File: src/rtl/fetch_stage.sv
// fetch_stage: RV32I instruction-fetch stage, producer side of the IF/ID register.
// Owns the PC, keeps at most one instruction-memory read in flight, parks a
// response in a one-entry hold buffer while decode stalls, and squashes stale
// work on a branch/jump redirect.
// Optional build macro: FETCH_PERF_EN adds perf_fetched / perf_squashed counters.
module fetch_stage #(
   parameter logic [31:0] RESET_PC = 32'h1eceb000
) (
   input  logic        clk,
   input  logic        rst,
   input  logic        stall,
   input  logic        br_en,
   input  logic [31:0] br_target,
   output logic [31:0] imem_addr,
   output logic [3:0]  imem_rmask,
   input  logic [31:0] imem_rdata,
   input  logic        imem_resp,
   output logic [31:0] if_pc,
   output logic [31:0] if_pc_next,
   output logic [31:0] if_inst,
   output logic        if_valid
`ifdef FETCH_PERF_EN
   ,
   output logic [31:0] perf_fetched,
   output logic [31:0] perf_squashed
`endif
);

   // ISSUE : nothing outstanding, pc is the next address to request
   // WAIT  : one request outstanding, pc is the address of that request
   // DROP  : one stale request outstanding, pc is the redirect target
   // HOLD  : hold buffer occupied, pc is the address after the buffered one
   typedef enum logic [1:0] {
      ST_ISSUE = 2'd0,
      ST_WAIT  = 2'd1,
      ST_DROP  = 2'd2,
      ST_HOLD  = 2'd3
   } state_t;

   state_t      state_reg, state_next;
   logic [31:0] pc_reg, pc_next;

   // IF/ID register contents
   logic        ifid_valid_reg, ifid_valid_next;
   logic [31:0] ifid_pc_reg, ifid_pc_next;
   logic [31:0] ifid_npc_reg, ifid_npc_next;
   logic [31:0] ifid_inst_reg, ifid_inst_next;

   // Hold buffer; its occupancy is implied by being in ST_HOLD
   logic [31:0] buf_pc_reg, buf_pc_next;
   logic [31:0] buf_inst_reg, buf_inst_next;

   // Request generated this cycle (combinational toward memory)
   logic        req;
   logic [31:0] req_addr;

   logic [31:0] pc_plus4;
   assign pc_plus4 = pc_reg + 32'd4;

   // Next-state, PC, IF/ID, hold buffer and memory request decode
   always_comb begin
      state_next      = state_reg;
      pc_next         = pc_reg;
      ifid_valid_next = ifid_valid_reg;
      ifid_pc_next    = ifid_pc_reg;
      ifid_npc_next   = ifid_npc_reg;
      ifid_inst_next  = ifid_inst_reg;
      buf_pc_next     = buf_pc_reg;
      buf_inst_next   = buf_inst_reg;
      req             = 1'b0;
      req_addr        = pc_reg;

      case (state_reg)
         ST_ISSUE: begin
            if (br_en) begin
               pc_next         = br_target;
               ifid_valid_next = 1'b0;
            end else begin
               req        = 1'b1;
               state_next = ST_WAIT;
            end
         end

         ST_WAIT: begin
            if (br_en) begin
               // A response landing in the same cycle is simply dropped; if it
               // has not arrived yet it must be drained in ST_DROP.
               ifid_valid_next = 1'b0;
               pc_next         = br_target;
               state_next      = imem_resp ? ST_ISSUE : ST_DROP;
            end else if (imem_resp) begin
               if (stall) begin
                  buf_pc_next   = pc_reg;
                  buf_inst_next = imem_rdata;
                  pc_next       = pc_plus4;
                  state_next    = ST_HOLD;
               end else begin
                  ifid_valid_next = 1'b1;
                  ifid_pc_next    = pc_reg;
                  ifid_npc_next   = pc_plus4;
                  ifid_inst_next  = imem_rdata;
                  // Back-to-back request keeps one instruction per memory latency
                  req             = 1'b1;
                  req_addr        = pc_plus4;
                  pc_next         = pc_plus4;
               end
            end else if (!stall) begin
               ifid_valid_next = 1'b0;
            end
         end

         ST_DROP: begin
            ifid_valid_next = 1'b0;
            if (br_en) begin
               pc_next = br_target;
               // Stale response consumed by a newer redirect: nothing left in flight
               if (imem_resp) begin
                  state_next = ST_ISSUE;
               end
            end else if (imem_resp) begin
               req        = 1'b1;
               state_next = ST_WAIT;
            end
         end

         ST_HOLD: begin
            if (br_en) begin
               ifid_valid_next = 1'b0;
               pc_next         = br_target;
               state_next      = ST_ISSUE;
            end else if (!stall) begin
               ifid_valid_next = 1'b1;
               ifid_pc_next    = buf_pc_reg;
               ifid_npc_next   = buf_pc_reg + 32'd4;
               ifid_inst_next  = buf_inst_reg;
               req             = 1'b1;
               state_next      = ST_WAIT;
            end
         end

         default: begin
            state_next = ST_ISSUE;
         end
      endcase
   end

   // Memory request outputs; reset suppresses any request in the reset cycle
   assign imem_rmask = (req && !rst) ? 4'hF : 4'h0;
   assign imem_addr  = req_addr;

   // State, PC, IF/ID and hold buffer registers
   always_ff @(posedge clk) begin
      if (rst) begin
         state_reg      <= ST_ISSUE;
         pc_reg         <= RESET_PC;
         ifid_valid_reg <= 1'b0;
         ifid_pc_reg    <= 32'h0;
         ifid_npc_reg   <= 32'h0;
         ifid_inst_reg  <= 32'h0;
         buf_pc_reg     <= 32'h0;
         buf_inst_reg   <= 32'h0;
      end else begin
         state_reg      <= state_next;
         pc_reg         <= pc_next;
         ifid_valid_reg <= ifid_valid_next;
         ifid_pc_reg    <= ifid_pc_next;
         ifid_npc_reg   <= ifid_npc_next;
         ifid_inst_reg  <= ifid_inst_next;
         buf_pc_reg     <= buf_pc_next;
         buf_inst_reg   <= buf_inst_next;
      end
   end

   assign if_valid   = ifid_valid_reg;
   assign if_pc      = ifid_pc_reg;
   assign if_pc_next = ifid_npc_reg;
   assign if_inst    = ifid_inst_reg;

`ifdef FETCH_PERF_EN
   logic [31:0] fetched_reg, squashed_reg;
   logic        fetch_inc;
   logic [1:0]  squash_inc;

   // Counter events: valid writes into IF/ID, and discarded work on redirect
   always_comb begin
      fetch_inc  = 1'b0;
      squash_inc = 2'd0;
      case (state_reg)
         ST_ISSUE: begin
            if (br_en) squash_inc = {1'b0, ifid_valid_reg};
         end
         ST_WAIT: begin
            if (br_en)
               squash_inc = {1'b0, ifid_valid_reg} + {1'b0, imem_resp};
            else if (imem_resp && !stall)
               fetch_inc = 1'b1;
         end
         ST_DROP: begin
            if (imem_resp) squash_inc = 2'd1;
         end
         ST_HOLD: begin
            if (br_en)
               squash_inc = 2'd1 + {1'b0, ifid_valid_reg};
            else if (!stall)
               fetch_inc = 1'b1;
         end
         default: begin
            fetch_inc = 1'b0;
         end
      endcase
   end

   // Free-running event counters, wrapping at 2^32
   always_ff @(posedge clk) begin
      if (rst) begin
         fetched_reg  <= 32'h0;
         squashed_reg <= 32'h0;
      end else begin
         fetched_reg  <= fetched_reg + {31'h0, fetch_inc};
         squashed_reg <= squashed_reg + {30'h0, squash_inc};
      end
   end

   assign perf_fetched  = fetched_reg;
   assign perf_squashed = squashed_reg;
`endif

endmodule

File: config.mk
export PLATFORM = sky130hd
export DESIGN_NAME = fetch_stage
export DESIGN_NICKNAME = d
export VERILOG_FILES = /design/src/rtl/fetch_stage.sv
export SDC_FILE = /design/constraint.sdc
export NUM_CORES = 1
export LEC_CHECK = 0
export CAP_MARGIN = 20
export CORE_UTILIZATION = 56
export CTS_CLUSTER_DIAMETER = 150
export CTS_CLUSTER_SIZE = 30
export DETAILED_ROUTE_END_ITERATION = 8
export PLACE_DENSITY = 0.86
export SKIP_LAST_GASP = 1
export SLEW_MARGIN = 30
export SYNTH_ARGS = -nofsm -noshare
export SYNTH_HDL_FRONTEND = slang
export SYNTH_SLANG_ARGS = --single-unit
File: constraint.sdc
create_clock -name clk -period 7.3 [get_ports clk]
set_input_delay 1.825 -clock clk [delete_from_list [all_inputs] [get_ports clk]]
set_output_delay 1.825 -clock clk [all_outputs]
set_load 0.03 [all_outputs]
# Yosys cells after proc, flatten, opt, wreduce, memory -nomap -nowiden
# Index checks and enable logic that the tools add are counted.
# op_classes
add_sub_neg	2
multipliers	0
div	0
magnitude_cmp	0
n_eq_ne	16
shift	0
mux	53
n_bitwise	1
n_reduce_logical	10
# ops
op	count
2-to-1 mux 32 bit	22
case mux 32 bit (2 select lines)	4
adder 32 x 3 -> 32 bit (second input constant)	2
2-to-1 mux 2 bit	10
inequality test 2 bit (second input constant)	8
2-to-1 mux 1 bit	13
inequality test 3 bit (second input constant)	3
case mux 1 bit (4 select lines)	2
case mux 2 bit (4 select lines)	1
AND reduction 6 bit	1
AND reduction 5 bit	1
== test 2 bit (second input constant)	2
2-to-1 mux 4 bit	1
inequality test 4 bit (second input constant)	1
AND reduction 2 bit	2
AND reduction 4 bit	1
OR reduction 3 bit	1
== test 2 x 1 -> 1 bit (second input constant)	1
logical NOT 2 bit	1
inequality test 2 x 1 -> 1 bit (second input constant)	1
nonzero test 2 bit	1
logical AND 1 bit	1
logical NOT 1 bit	1
inverter 1 bit	1
# totals
reg_bits	195
latch_bits	0
ramBits	0
rom_bits	0
mem_count	0

# Depth between registers and ports, before layout
# Gate-level depths: netlist of run 1.
# depth
depth_word	6
ltp_mapped	8
depth_no_buf	6

# Worst setup path after synthesis of run 1
# Ideal clock, no wire load.
# synth_path
kind	input-to-output
startpoint	input imem_resp
endpoint	output imem_addr[16]
t_arrival_ns	3.434
slack_ns	2.041
cell_stages	6
path_buffers	2
cell_sequence	nor4bb_1 > nor2b_1 > clkbuf_1 > buf_2 > nand2_1 > xnor2_1
# synth_via
elab_chain_cells	3
# synth_rtl
item	line	source
start: declaration	17	input logic imem_resp,
2-to-1 mux 32 bit	91	end else if (imem_resp) begin
2-to-1 mux 32 bit	85	if (br_en) begin
2-to-1 mux 32 bit	73	case (state_reg)
end: declaration	14	output logic [31:0] imem_addr,
# Every way passes these cells.

# Worst setup path in the final report of run 1
# layout_path
startpoint	input br_en
endpoint	output imem_addr[18]
# layout_via
elab_chain_cells	2
# layout_rtl
item	line	source
start: declaration	12	input logic br_en,
2-to-1 mux 32 bit	85	
2-to-1 mux 32 bit	73	
# Every way passes these cells.

==> impl_metrics.py, run 1 <==
metrics = {
    "status": {
        "status": "completed",
    },
    "sta": {
        "drv_slew": 0,
        "fin_crit_sh": 0.861,
        "holdWs_ps": 453,
        "finClkSkew_ps": 19.9,
        "tns_ps": 0,
        "slew-limit-headroom": 0.381,
        "hold_viol": 0,
        "worstMarginPinSlew_ps": 925,
        "setup_violations": 0,
        "max_freq_ghz": 0.159,
        "finalCriticalPeriod_ps": 6290,
        "rsz0062_at_grt": "no",
    },
    "final_layout": {
        "area_growth_pct": 25.0,
        "fill_cells": 1365,
        "num_antenna_cells": 0,
        "stdcell_count": 1637,
        "final_area_um2": 12200,
        "post-route-util": 0.726,
        "final_nets": 1475,
        "drive_gt1_frac": 0.0685,
    },
    "critical_path": {
        "crit_required_ps": 5480,
        "crit_fanout": 33,
        "criticalPathCategory": "in2out",
        "worstPathArrival_ps": 4460,
        "startpoint_type": "primary input",
        "endpoint_kind": "primary output",
    },
    "placement": {
        "dpl_cell_area_um2": 11500,
        "place.gp.congestion": 0.925,
        "hpwlAfterDp_um": 20100,
        "dp_cells": 1604,
        "io_buffer_count": 201,
    },
    "grt": {
        "grtUsageTotal": 0.334,
        "grt_pass1_vias": 9171,
        "grt_pass1_wl_um": 47700,
        "grt_max_degree": 88,
        "grt_overflow": 0,
        "grt_antenna_before_repair": 0,
    },
    "logic_synthesis": {
        "async_flop_share": 0,
        "synth_warnings": 0,
        "syn_area_per_cell_um2": 7.49,
        "synth_edf_count": 0,
        "ys_seq_elements": 193,
        "postSynthCellCount": 1300,
        "ys_seq_area_frac": 0.397,
        "netlist_area_um2": 9730,
        "ys.flop_type": "dfxtp_1",
        "syn_nets": 1371,
        "ys_types": 61,
    },
    "detailed_routing": {
        "wl_per_cell_um": 18.4,
        "ant_nets": 0,
        "drt_iter0_drc": 1323,
        "routed-via-count": 10000,
        "drc": 0,
        "first_pass_iters": 8,
        "vias_per_cell": 6.12,
        "drt_wl_total_um": 30200,
    },
    "power": {
        "clkPwrFrac": 0.408,
        "seq_power_share": 0.477,
        "intPower_uw": 1720,
        "vdd_ir_drop_max_uv": 180,
        "leakagePower_uw": 0.00406,
        "switching_power_uw": 645,
        "pwr-share-comb": 0.115,
        "p_per_area_nw_per_um2": 195,
        "sw_frac_of_total": 0.272,
    },
    "clock_tree": {
        "hold_buffers": 0,
        "clk_pin_slew_ps": 80,
        "cts-resized-gates": 0,
        "cts_made_buffers": 17,
        "cts_tree": "done",
        "cts_htree_levels": 4,
        "clkLatencyLatePin_ps": 450,
        "cts_buffer_depth": 2,
        "postCtsSetupRepairBufs": 0,
        "cts-root-buf": "clkbuf_16",
        "clock-sinks": 193,
    },
    "die": {
        "io-pin-count": 202,
        "start_util": 0.581,
        "die_h_um": 134,
        "coreArea_um2": 16800,
        "dieArea_um2": 17900,
        "die_width_um": 134,
        "core.rowCount": 47,
    },
    "run": {
        "drv_cap": 0,
    },
    "worst_hold_path": {
        "hold_path_class": "reg2reg",
    },
}
==> placed cells by master, fill, tap and decap left out, drive strengths merged, types with 35 or more instances in the layout <==
master / instances
nor2: 110
dfxtp: 193
xor2: 35
buf: 47
nand2: 325
xnor2: 38
a21oi: 108
o21ai: 39
a311oi: 66
clkdlybuf4s50: 170
==> logic make-up (layout without fill, tap and decap cells) <==
| logic type | after synthesis | in the layout | synth area share |
|---|---|---|---|
| muxes | 7 | 7 | 0.00720 |
| and+or+nand+nor | 600 | 600 | 0.278 |
| AOI/OAI and AO/OA | 278 | 278 | 0.187 |
| adders and majority gates | 2 | 2 | 0.00257 |
| xor gates and xnor gates | 73 | 73 | 0.0657 |
| DFF | 193 | 193 | 0.397 |
| buffers and inverters | 147 | 264 | 0.0623 |
==> Yosys cell counts (all sizes together) (3+ instances only) <==
cell    count  area share
clkbuf     93       0.036
a31oi      10      0.0064
inv        14      0.0054
o21a        4      0.0031
o21bai      3      0.0023
and3        5      0.0032
a22oi       3      0.0023
mux2i       7      0.0072
or3        17       0.011
o21ai      39       0.020
nand2b      4      0.0026
buf        39       0.021
and4       11      0.0099
o31a        6      0.0054
o211ai      9      0.0069
nand4      20       0.014
xor2       35       0.031
a21oi     108       0.056
nor4       16       0.012
a221o       4      0.0041
nand3      30       0.015
a22o        3      0.0027
a311oi     66       0.059
nand3b      8      0.0062
a32o        3      0.0031
nor3       30       0.016
nand2     325        0.13
xnor2      38       0.034
dfxtp     193        0.40
and2        4      0.0026
o31ai       4      0.0031
o22ai       4      0.0026
nor2      110       0.042
or4         9      0.0069
a211oi      6      0.0046
==> metrics by stage <==
| stage | worst slack (ps) | total power (µW) |
|---|---|---|
| 2_1_floorplan | 2040 | 1300 |
| 3_5_place_dp | 1090 | 1420 |
| 5_1_grt | 930 | 2440 |
| 3_3_place_gp | 1250 | 1410 |
| 4_1_cts | 1080 | 2370 |
| 6_report | 1010 | 2370 |
==> power by group through the flow <==
stage	Combinational (µW)	Sequential [µW]	Clock [µW]
CTS	270	1130	971
finish	272	1130	966
global placement	265	1150	0
floorplan	163	1140	0
global route	291	1130	1020
detailed placement	268	1150	0
==> worst max-delay path: stages <==
cell             delay [ps]
clkdlybuf4s50_1         390
buf_4                   250
nor4bb_2                290
buf_4                   220
nand2b_1                500
nor4_1                  600
xor2_1                  190
buf_4                   180
==> area by class of cell <==
class,instances,area (µm²),share of cell area
multi-input combinational,960,5280,0.434
sequential,193,3860,0.318
clock inverter,14,170,0.0140
inverter,15,56.3,0.00463
tap,220,275,0.0226
clock buffer,18,439,0.0361
timing repair buffer,217,2080,0.171
==> worst paths after layout <==
| kind | startpoint | to | slack [ps] | cells past startpoint |
|---|---|---|---|---|
| max | br_en | imem_addr[18] | 1010 | 8 |
| min | if_valid$_SDFFE_PP0P_ | if_valid$_SDFFE_PP0P_ | 450 | 2 |
| max reg2reg | pc_reg[2]$_SDFFE_PP0P_ | pc_reg[28]$_SDFFE_PP1P_ | 4230 | 6 |
| min reg2reg | if_valid$_SDFFE_PP0P_ | if_valid$_SDFFE_PP0P_ | 450 | 2 |
==> metal layers <==
layer	part of all wire	wire (µm)	vias up	GRT usage
li1	-	-	4718	-
met1	0.41	12200	4642	0.442
met2	0.46	13900	572	0.528
met3	0.11	3310	79	0.0790
met4	0.025	740	0	0.128
met5	0	0	-	0
(Power assumes the default switching activity.)
==> run 2: changes to the inputs <==
Settings changed: CORE_ASPECT_RATIO from default to 1.75.
==> impl_metrics.py, run 2 (synthesized netlist as in run 1, its figures left out) <==
metrics = {
    "run": {
        "drv_cap": 0,
    },
    "grt": {
        "grt_max_degree": 95,
        "grt_overflow": 0,
        "grt_antenna_before_repair": 0,
        "grt_pass1_wl_um": 46300,
        "grt_pass1_vias": 9179,
        "grtUsageTotal": 0.329,
    },
    "clock_tree": {
        "cts-root-buf": "clkbuf_16",
        "cts_htree_levels": 4,
        "cts_made_buffers": 17,
        "cts_tree": "done",
        "clk_pin_slew_ps": 80,
        "postCtsSetupRepairBufs": 0,
        "clock-sinks": 193,
        "cts-resized-gates": 0,
        "clkLatencyLatePin_ps": 440,
        "hold_buffers": 0,
        "cts_buffer_depth": 2,
    },
    "critical_path": {
        "endpoint_kind": "primary output",
        "startpoint_type": "primary input",
        "crit_required_ps": 5480,
        "crit_fanout": 20,
        "rrSetupSlack_ps": 4170,
        "r2r_start": "pc_reg[2]$_SDFFE_PP0P_",
        "worstPathArrival_ps": 4740,
        "reg2regPathDepth": 6,
        "rr_endpoint": "pc_reg[28]$_SDFFE_PP1P_",
        "criticalPathCategory": "in2out",
    },
    "final_layout": {
        "final_cell_mix": "322 x nand2_1, 193 x dfxtp_1, 173 x clkdlybuf4s50_1",
        "area_growth_pct": 26.9,
        "final_common_cell": "nand2_1",
        "final_nets": 1472,
        "stdcell_count": 1641,
        "drive_gt1_frac": 0.0658,
        "num_antenna_cells": 0,
    },
    "detailed_routing": {
        "wl_per_cell_um": 17.9,
        "drc": 0,
        "drt_iter0_drc": 936,
        "first_pass_iters": 5,
        "drt_wl_total_um": 29400,
        "vias_per_cell": 6.03,
        "routed-via-count": 9900,
        "ant_nets": 0,
    },
    "power": {
        "vdd_ir_drop_max_uv": 143,
        "p_per_area_nw_per_um2": 191,
        "leakagePower_uw": 0.00410,
    },
    "sta": {
        "slew-limit-headroom": 0.332,
        "tns_ps": 0,
        "finalCriticalPeriod_ps": 6570,
        "fin_crit_sh": 0.900,
        "finClkSkew_ps": 13.6,
        "worstMarginPinSlew_ps": 1000,
        "setup_violations": 0,
        "drv_slew": 0,
        "hold_viol": 0,
        "max_freq_ghz": 0.152,
        "rsz0062_at_grt": "no",
    },
    "die": {
        "coreArea_um2": 16900,
        "die_h_um": 176,
        "io-pin-count": 202,
        "core.rowCount": 63,
        "dieArea_um2": 17900,
        "die_width_um": 102,
        "start_util": 0.574,
    },
    "placement": {
        "io_buffer_count": 201,
        "place.gp.congestion": 0.960,
        "hpwlAfterDp_um": 20200,
        "dp_cells": 1609,
    },
    "status": {
        "status": "completed",
    },
    "worst_hold_path": {
        "min_from": "if_valid$_SDFFE_PP0P_",
        "hold_depth": 2,
        "hold_path_class": "reg2reg",
        "hold-path-endpoint": "if_valid$_SDFFE_PP0P_",
    },
}
-- run 2: layout make-up --
cell class	count	area, µm²
clock buffers	17	425
clock inverters	15	189
fillers	1294	4590
inverters	15	56.3
multi-input cells	960	5290
flip-flops and latches	193	3860
well taps	227	284
repair buffers	214	2250
-- run 2: per-stage QoR --
stage	total power [µW]	setup slack (ps)	instance area (µm²)	hold WS, ps	utilization
CTS	2370	793	12300	449	0.729
finish	2360	732	12400	453	0.729
floorplan	1300	2040	9730	437	-
global placement	1420	902	11700	434	0.691
global route	2430	602	12400	471	0.729
detailed placement	1430	815	11700	441	0.692
-- run 2: critical path, stage by stage --
cell and delay (ps):
clkdlybuf4s50_1 600, nor4bb_2 310, buf_4 240, nand2b_1 560
nor2_1 360, xnor2_1 160, clkdlybuf4s50_1 690
-- run 2: how the worst max path moves through the flow --
stage	end	depth (start not counted)	slack, ps	from
finish	imem_addr[30]	7	730	imem_resp
global route	imem_addr[30]	7	600	imem_resp
CTS	imem_addr[30]	7	790	imem_resp
detailed placement	imem_addr[30]	7	820	imem_resp
global placement	imem_addr[30]	7	900	imem_resp
floorplan	imem_addr[16]	6	2040	imem_resp
-- run 2: where the power goes --
| part | switching (µW) | leakage [µW] | internal [µW] |
|---|---|---|---|
| Sequential | 46.8 | 0.00157 | 1080 |
| Clock | 481 | 0.000295 | 469 |
| Combinational | 158 | 0.00224 | 130 |
| Total | 686 | 0.00410 | 1680 |
-- run 2: per-layer routing --
layer  up-vias  wire (µm)  GRT usage
li1       4719          -          -
met1      4588      11400      0.396
met2       482      14200      0.535
met3       111       2170     0.0534
met4         0       1630      0.211
met5         -          0          0
